<file path="config.mk">
export PLATFORM = sky130hd
export DESIGN_NAME = ula_op_sequencer
export DESIGN_NICKNAME = d
export VERILOG_FILES = /design/src/rtl/ula_op_sequencer.sv
export SDC_FILE = /design/constraint.sdc
export NUM_CORES = 1
export LEC_CHECK = 0
export CAP_MARGIN = 40
export CORE_AREA = 4 4 54 56
export DETAILED_ROUTE_END_ITERATION = 8
export DIE_AREA = 0 0 58 60
export PLACE_DENSITY = 0.88
export SLEW_MARGIN = 20
export SYNTH_ARGS = -nofsm -noshare
export SYNTH_HDL_FRONTEND = slang
export SYNTH_SLANG_ARGS = --single-unit
</file>
<file path="constraint.sdc">
create_clock -name clk_i -period 5.1 [get_ports clk_i]
set_clock_uncertainty 0.1 [all_clocks]
set_input_delay 1.02 -clock clk_i [delete_from_list [all_inputs] [get_ports clk_i]]
set_output_delay 1.02 -clock clk_i [all_outputs]
set_load 0.01 [all_outputs]
</file>
<file path="src/rtl/ula_op_sequencer.sv">
// Front-end sequencer for the ULA operation decoder: queues 3-bit op codes and
// plays each one onto SEL/EN for HOLD cycles, followed by one idle/DONE cycle.
module ula_op_sequencer #(
  parameter int DEPTH = 4,
  parameter int HOLD  = 2
) (
  input  logic                   clk_i,
  input  logic                   rst_n_i,
  input  logic [2:0]             op_in_i,
  input  logic                   op_valid_i,
  output logic                   op_ready_o,
  output logic [2:0]             sel_o,
  output logic                   en_o,
  output logic                   done_o,
  output logic                   busy_o,
  output logic [$clog2(DEPTH):0] count_o
);

  localparam int AW = $clog2(DEPTH);

  localparam logic [1:0] ST_IDLE  = 2'd0;
  localparam logic [1:0] ST_ISSUE = 2'd1;
  localparam logic [1:0] ST_GAP   = 2'd2;

  localparam logic [AW:0] FULL      = (AW + 1)'(DEPTH);
  localparam logic [3:0]  HOLD_INIT = 4'(HOLD - 1);

  logic [2:0]    mem_q [DEPTH];
  logic [AW-1:0] wr_ptr_q, wr_ptr_d;
  logic [AW-1:0] rd_ptr_q, rd_ptr_d;
  logic [AW:0]   count_q, count_d;
  logic [1:0]    state_q, state_d;
  logic [3:0]    hold_q, hold_d;
  logic [2:0]    sel_q, sel_d;
  logic          en_q, en_d;
  logic          done_q, done_d;
  logic          push, pop;

  // Ready comes from the registered count only, so a pop never frees a slot
  // for a push on the same edge.
  assign op_ready_o = (count_q != FULL);
  assign push       = op_valid_i && op_ready_o;
  assign pop        = ((state_q == ST_IDLE) || (state_q == ST_GAP)) && (count_q != '0);

  always_comb begin
    state_d = state_q;
    hold_d  = hold_q;
    sel_d   = sel_q;
    en_d    = en_q;
    done_d  = 1'b0;
    case (state_q)
      ST_IDLE, ST_GAP: begin
        sel_d = 3'b000;
        en_d  = 1'b0;
        if (pop) begin
          state_d = ST_ISSUE;
          hold_d  = HOLD_INIT;
          sel_d   = mem_q[rd_ptr_q];
          en_d    = 1'b1;
        end else begin
          state_d = ST_IDLE;
        end
      end
      ST_ISSUE: begin
        if (hold_q == 4'd0) begin
          state_d = ST_GAP;
          sel_d   = 3'b000;
          en_d    = 1'b0;
          done_d  = 1'b1;
        end else begin
          hold_d = hold_q - 4'd1;
        end
      end
      default: begin
        state_d = ST_IDLE;
        sel_d   = 3'b000;
        en_d    = 1'b0;
      end
    endcase
  end

  always_comb begin
    wr_ptr_d = push ? wr_ptr_q + AW'(1) : wr_ptr_q;
    rd_ptr_d = pop  ? rd_ptr_q + AW'(1) : rd_ptr_q;
    case ({push, pop})
      2'b10:   count_d = count_q + (AW + 1)'(1);
      2'b01:   count_d = count_q - (AW + 1)'(1);
      default: count_d = count_q;
    endcase
  end

  always_ff @(posedge clk_i) begin
    if (!rst_n_i) begin
      wr_ptr_q <= '0;
      rd_ptr_q <= '0;
      count_q  <= '0;
      state_q  <= ST_IDLE;
      hold_q   <= '0;
      sel_q    <= 3'b000;
      en_q     <= 1'b0;
      done_q   <= 1'b0;
    end else begin
      wr_ptr_q <= wr_ptr_d;
      rd_ptr_q <= rd_ptr_d;
      count_q  <= count_d;
      state_q  <= state_d;
      hold_q   <= hold_d;
      sel_q    <= sel_d;
      en_q     <= en_d;
      done_q   <= done_d;
    end
  end

  always_ff @(posedge clk_i) begin
    if (rst_n_i && push) begin
      mem_q[wr_ptr_q] <= op_in_i;
    end
  end

  assign sel_o   = sel_q;
  assign en_o    = en_q;
  assign done_o  = done_q;
  assign count_o = count_q;
  assign busy_o  = (state_q != ST_IDLE) || (count_q != '0);

endmodule
</file>
==> impl.org <==
** Status
- Result of the run :: finished clean

** Setup path
- CP endpoint kind :: primary output
- Traced cell by cell, the critical path runs through or3_1 -> or3_1 -> clkdlybuf4s50_1.
- Highest-delay cell along the critical path :: sky130_fd_sc_hd__clkdlybuf4s50_1
- The worst setup path is launched from a register.
- Tracing the worst setup path back leads to its startpoint at count_o[2].
- R2R setup slack :: 2.55 ns
- STA puts the critical path data required time at ~4.0 ns.
- Critical path start-end classification :: reg2out
- Capture instance of the worst register-to-register path :: count_o[2]
- R2R depth :: 9
- Stage delay of the slowest cell on the critical path :: 0.49 ns
- CP dominant cell by count :: sky130_fd_sc_hd__or3_1
- The startpoint identified for the worst register-to-register timing path is count_o[2].
- Along the worst path, the maximum fanout reaches 6.
- STA puts the critical path data arrival time at 1.96 ns.

** Synth
- Of all cell types, the one taking the most synthesized area is sky130_fd_sc_hd__dfxtp_1.
- Largest cells by area after synthesis :: sky130_fd_sc_hd__dfxtp_1 29%, sky130_fd_sc_hd__edfxtp_1 27%, sky130_fd_sc_hd__ha_1 5.6%
- Largest family of logic cells by synthesized area :: simple AND/OR/NAND/NOR gates
- Yosys instantiated no cell more often than sky130_fd_sc_hd__dfxtp_1.
- Synthesized instance count :: between 100 and 150
- Counting every net in the synthesized netlist gives approximately 130.
- For this run, the number of Yosys warnings is 0.
- The synthesized design contains 12 enable-type register cells.
- The share of synthesized area in the top cell type comes to 0.286.
- Of the total synthesized cell area, the portion taken by full adders, half adders and majority gates is 0.0716.
- Most numerous cell types in the synthesized netlist :: 19 x sky130_fd_sc_hd__dfxtp_1, 14 x sky130_fd_sc_hd__inv_1, 12 x sky130_fd_sc_hd__edfxtp_1, 10 x sky130_fd_sc_hd__a21oi_1
- Share of cell area taken by muxes after synthesis :: 0.0584
- Share of async-settable or async-resettable flops after synthesis :: 0
- A synthesized cell averages approximately 11 um2.
- Of the total synthesized cell area, the portion taken by AND, OR, NAND and NOR gates is 0.155.
- After synthesis the cells add up to 1330 um2.
- In this run, synthesis produced a sequential element count of 31.
- Library cells used by synthesis :: 33
- Synth Area in XOR/XNOR :: 0.0132
- The complex-gate fraction of the synthesized area was 0.0951.
- Of the synthesized area, sequential elements account for 0.557.
- For this run, the leading register cell type out of synthesis is sky130_fd_sc_hd__dfxtp_1.

** STA
- Fmax achieved :: 0.325 GHz
- The clock period could shrink to 3.08 ns.
- The total count of max-transition violations in the final report came to 0.
- In the final timing run, aggregate negative setup slack is 0 ns.
- In the post-route analysis, the smallest setup slack over all paths is 2.02 ns.
- For the pin with the worst max-slew slack, the measured transition is 0.538 ns.
- Max transition margin :: 0.640
- Dividing the final minimum period by the clock period gives 0.603.
- RSZ-0062 raised after global routing :: false
- The final number of hold-violating endpoints came to 0.
- # setup viols final :: 0

** Floorplan
- Die area :: 3480 um2
- # rows :: 18
- For this configuration, the core starts out at a cell density of 0.546.
- Width of the chip :: between 50 and 60 um
- After floorplanning, the core was sized to cover 2430 um2.
- Num ports :: 16
- Y dimension of the die :: ~60 um

** Detailed routing
- Final Routed Wirelength :: between 2000 and 2500 um
- Post-detailed-route count of antenna-violating nets :: 0
- Post-detailed-route wirelength per cell :: 14.0 um
- Avg Vias per Cell :: 5.58
- For this run, the detailed router's first-pass iteration total came to 4.
- # DRC :: 0
- The first routing iteration left 19 violations.
- For this block, the via count after detailed routing is 937.

** Layout
- Number of diodes :: 0
- In the final layout, the multi-input gates occupy 523 um2.
- Of the cells placed in the final design, the portion with a size suffix greater than 1 is 0.101.
- Seq. cell area :: 741 um2
- Summed area of non-filler cells in the final layout :: 1550 um2
- Relative to the synthesized area, the layout overhead comes to 16.9%.
- The filler cells instantiated in the layout total 207.
- At the end of the flow, the number of nets in the layout was 150.
- For this run, the number of standard cells in the final layout without fillers is 168.

** GRT
- Entering global routing, the biggest net connects 14 pins.
- Number of antenna violations at the first check in global routing :: 0
- For this run, the total global-route usage over all layers was measured as 0.164.
- Wire length of the first global-routing pass :: ~4200 um
- Via count of the first global-routing pass :: 930
- Overflow left after global routing :: 0

** CTS
- TritonCTS created 5 clock buffers.
- Hold-fix buffer count after cts :: 0
- Clock-pin slew was measured on the worst setup and hold paths at about 0.090 ns.
- CTS placed an instance of sky130_fd_sc_hd__clkbuf_4 at the clock tree root.
- Post-CTS timing repair inserted 0 buffers for setup.
- H-tree level count :: 2
- TritonCTS built the clock tree.
- CTS-repair resized insts :: 0
- The clock drives 31 sinks.
- Maximum root-to-sink buffer count :: 2
- Clk_lat worst skew :: ~0.33 ns

** Power and ir drop
- Sequential Power Share :: 0.455
- Fraction of power consumed by combinational cells :: 0.370
- Summed over all nets, the switching power comes to between 0.2 and 0.3 mW.
- Total power divided by cell area :: 483 nW/um2
- Of the total power, the share spent switching nets is 0.343.
- The internal power of the cells totals 0.493 mW.
- Leakage power of the design :: between 0.5 and 0.6 nW
- VDD sags by at most approximately 0.00033 V.
- The share of total power dissipated in the clock network is 0.175.
- Total Power :: roughly 0.75 mW

** Placement
- In this run the cell area measured after placement is 1500 um2.
- Port buffer count :: 15
- The wire-length estimate of the detail-placed layout is 1830 um.
- Post-placement cell count :: 160
- Post-placement setup slack :: 1.95 ns
- At the end of routability-driven placement, the weighted congestion stood at 0.837.

** Worst hold path
- Counting instances, the worst hold path has a depth of 2.
- The tightest min-delay check is of the reg2reg type.
- The startpoint identified for the worst hold timing path is rd_ptr_q[1].

** Flow run
- The tool flagged a number of max-cap violations equal to 0.
stage by stage:
| stage | hold slack (ns) | util |
|---|---|---|
| 3_3_place_gp | 0.354 | 0.618 |
| 2_1_floorplan | 0.349 | - |
| 5_1_grt | 0.410 | 0.639 |
| 6_report | 0.375 | 0.639 |
| 4_1_cts | 0.384 | 0.639 |
| 3_5_place_dp | 0.371 | 0.618 |
critical path, delay by kind of cell (launching register included):
family                 cells  cell delay, ns
AND/OR/NAND/NOR            2            0.78
flip-flops                 1            0.36
buffers and inverters      1            0.49
cell families (layout without fill, tap and decap cells):
logic type,count (synthesis),count (layout)
mux,4,4
flops,31,31
simple gates,35,35
xor+xnor,2,2
fa+ha+maj,7,7
buf+inv,17,37
compound gates,22,22
area by class of cell:
type                    count  area share
well taps                  30      0.0242
clock buffers               7      0.0290
inverters                  14      0.0338
multi-input cells          70       0.337
flip-flops and latches     31       0.477
clock inverters             1     0.00322
repair buffers             15      0.0966
power groups by stage:
| stage | clock (mW) | sequential, mW | combinational (mW) |
|---|---|---|---|
| CTS | 0.135 | 0.341 | 0.278 |
| global placement | 0 | 0.344 | 0.261 |
| floorplan | 0 | 0.348 | 0.170 |
| detailed placement | 0 | 0.347 | 0.277 |
| finish | 0.132 | 0.341 | 0.278 |
| global route | 0.147 | 0.351 | 0.305 |
state kept, by name, indices dropped and copies added, names as in the netlist, named ones only:
name and flops:
count_o 3, done_o 1, en_o 1, hold_q 4, mem_q 12, rd_ptr_q 2
sel_o 3, state_q 1, wr_ptr_q 2
how the worst max path moves through the flow:
stage	to	slack, ns	cells after the start
2_1_floorplan	count_o[2]	2.60	8
3_3_place_gp	count_o[2]	2.06	9
3_5_place_dp	count_o[2]	1.95	9
4_1_cts	busy_o	2.00	3
5_1_grt	busy_o	1.93	3
6_report	busy_o	2.02	3
cells in the final DEF (no fill, tap or decap), types with 2 or more instances in the layout:
cell type / n
sky130_fd_sc_hd__o22ai_1: 3
sky130_fd_sc_hd__or3_1: 4
sky130_fd_sc_hd__nand3_1: 4
sky130_fd_sc_hd__nor2_1: 3
sky130_fd_sc_hd__inv_1: 14
sky130_fd_sc_hd__clkbuf_4: 5
sky130_fd_sc_hd__a21oi_1: 10
sky130_fd_sc_hd__nor4_1: 2
sky130_fd_sc_hd__or3_2: 2
sky130_fd_sc_hd__edfxtp_1: 12
sky130_fd_sc_hd__o21ai_0: 4
sky130_fd_sc_hd__dfxtp_1: 19
sky130_fd_sc_hd__ha_1: 6
sky130_fd_sc_hd__and3_1: 4
sky130_fd_sc_hd__or3b_1: 2
sky130_fd_sc_hd__mux4_2: 3
sky130_fd_sc_hd__nand2_1: 6
sky130_fd_sc_hd__clkbuf_1: 2
sky130_fd_sc_hd__clkdlybuf4s50_1: 15
sky130_fd_sc_hd__xor2_1: 2
sky130_fd_sc_hd__a21o_1: 2
routing by layer:
| metal | vias up | track usage | wire length, um |
|---|---|---|---|
| li1 | 461 | - | - |
| met1 | 452 | 0.197 | 1000 |
| met2 | 19 | 0.271 | 1210 |
| met3 | 5 | 0.0605 | 105 |
| met4 | 0 | 0.0596 | 40 |
| met5 | - | 0 | 0 |
(Power assumes the default switching activity.)
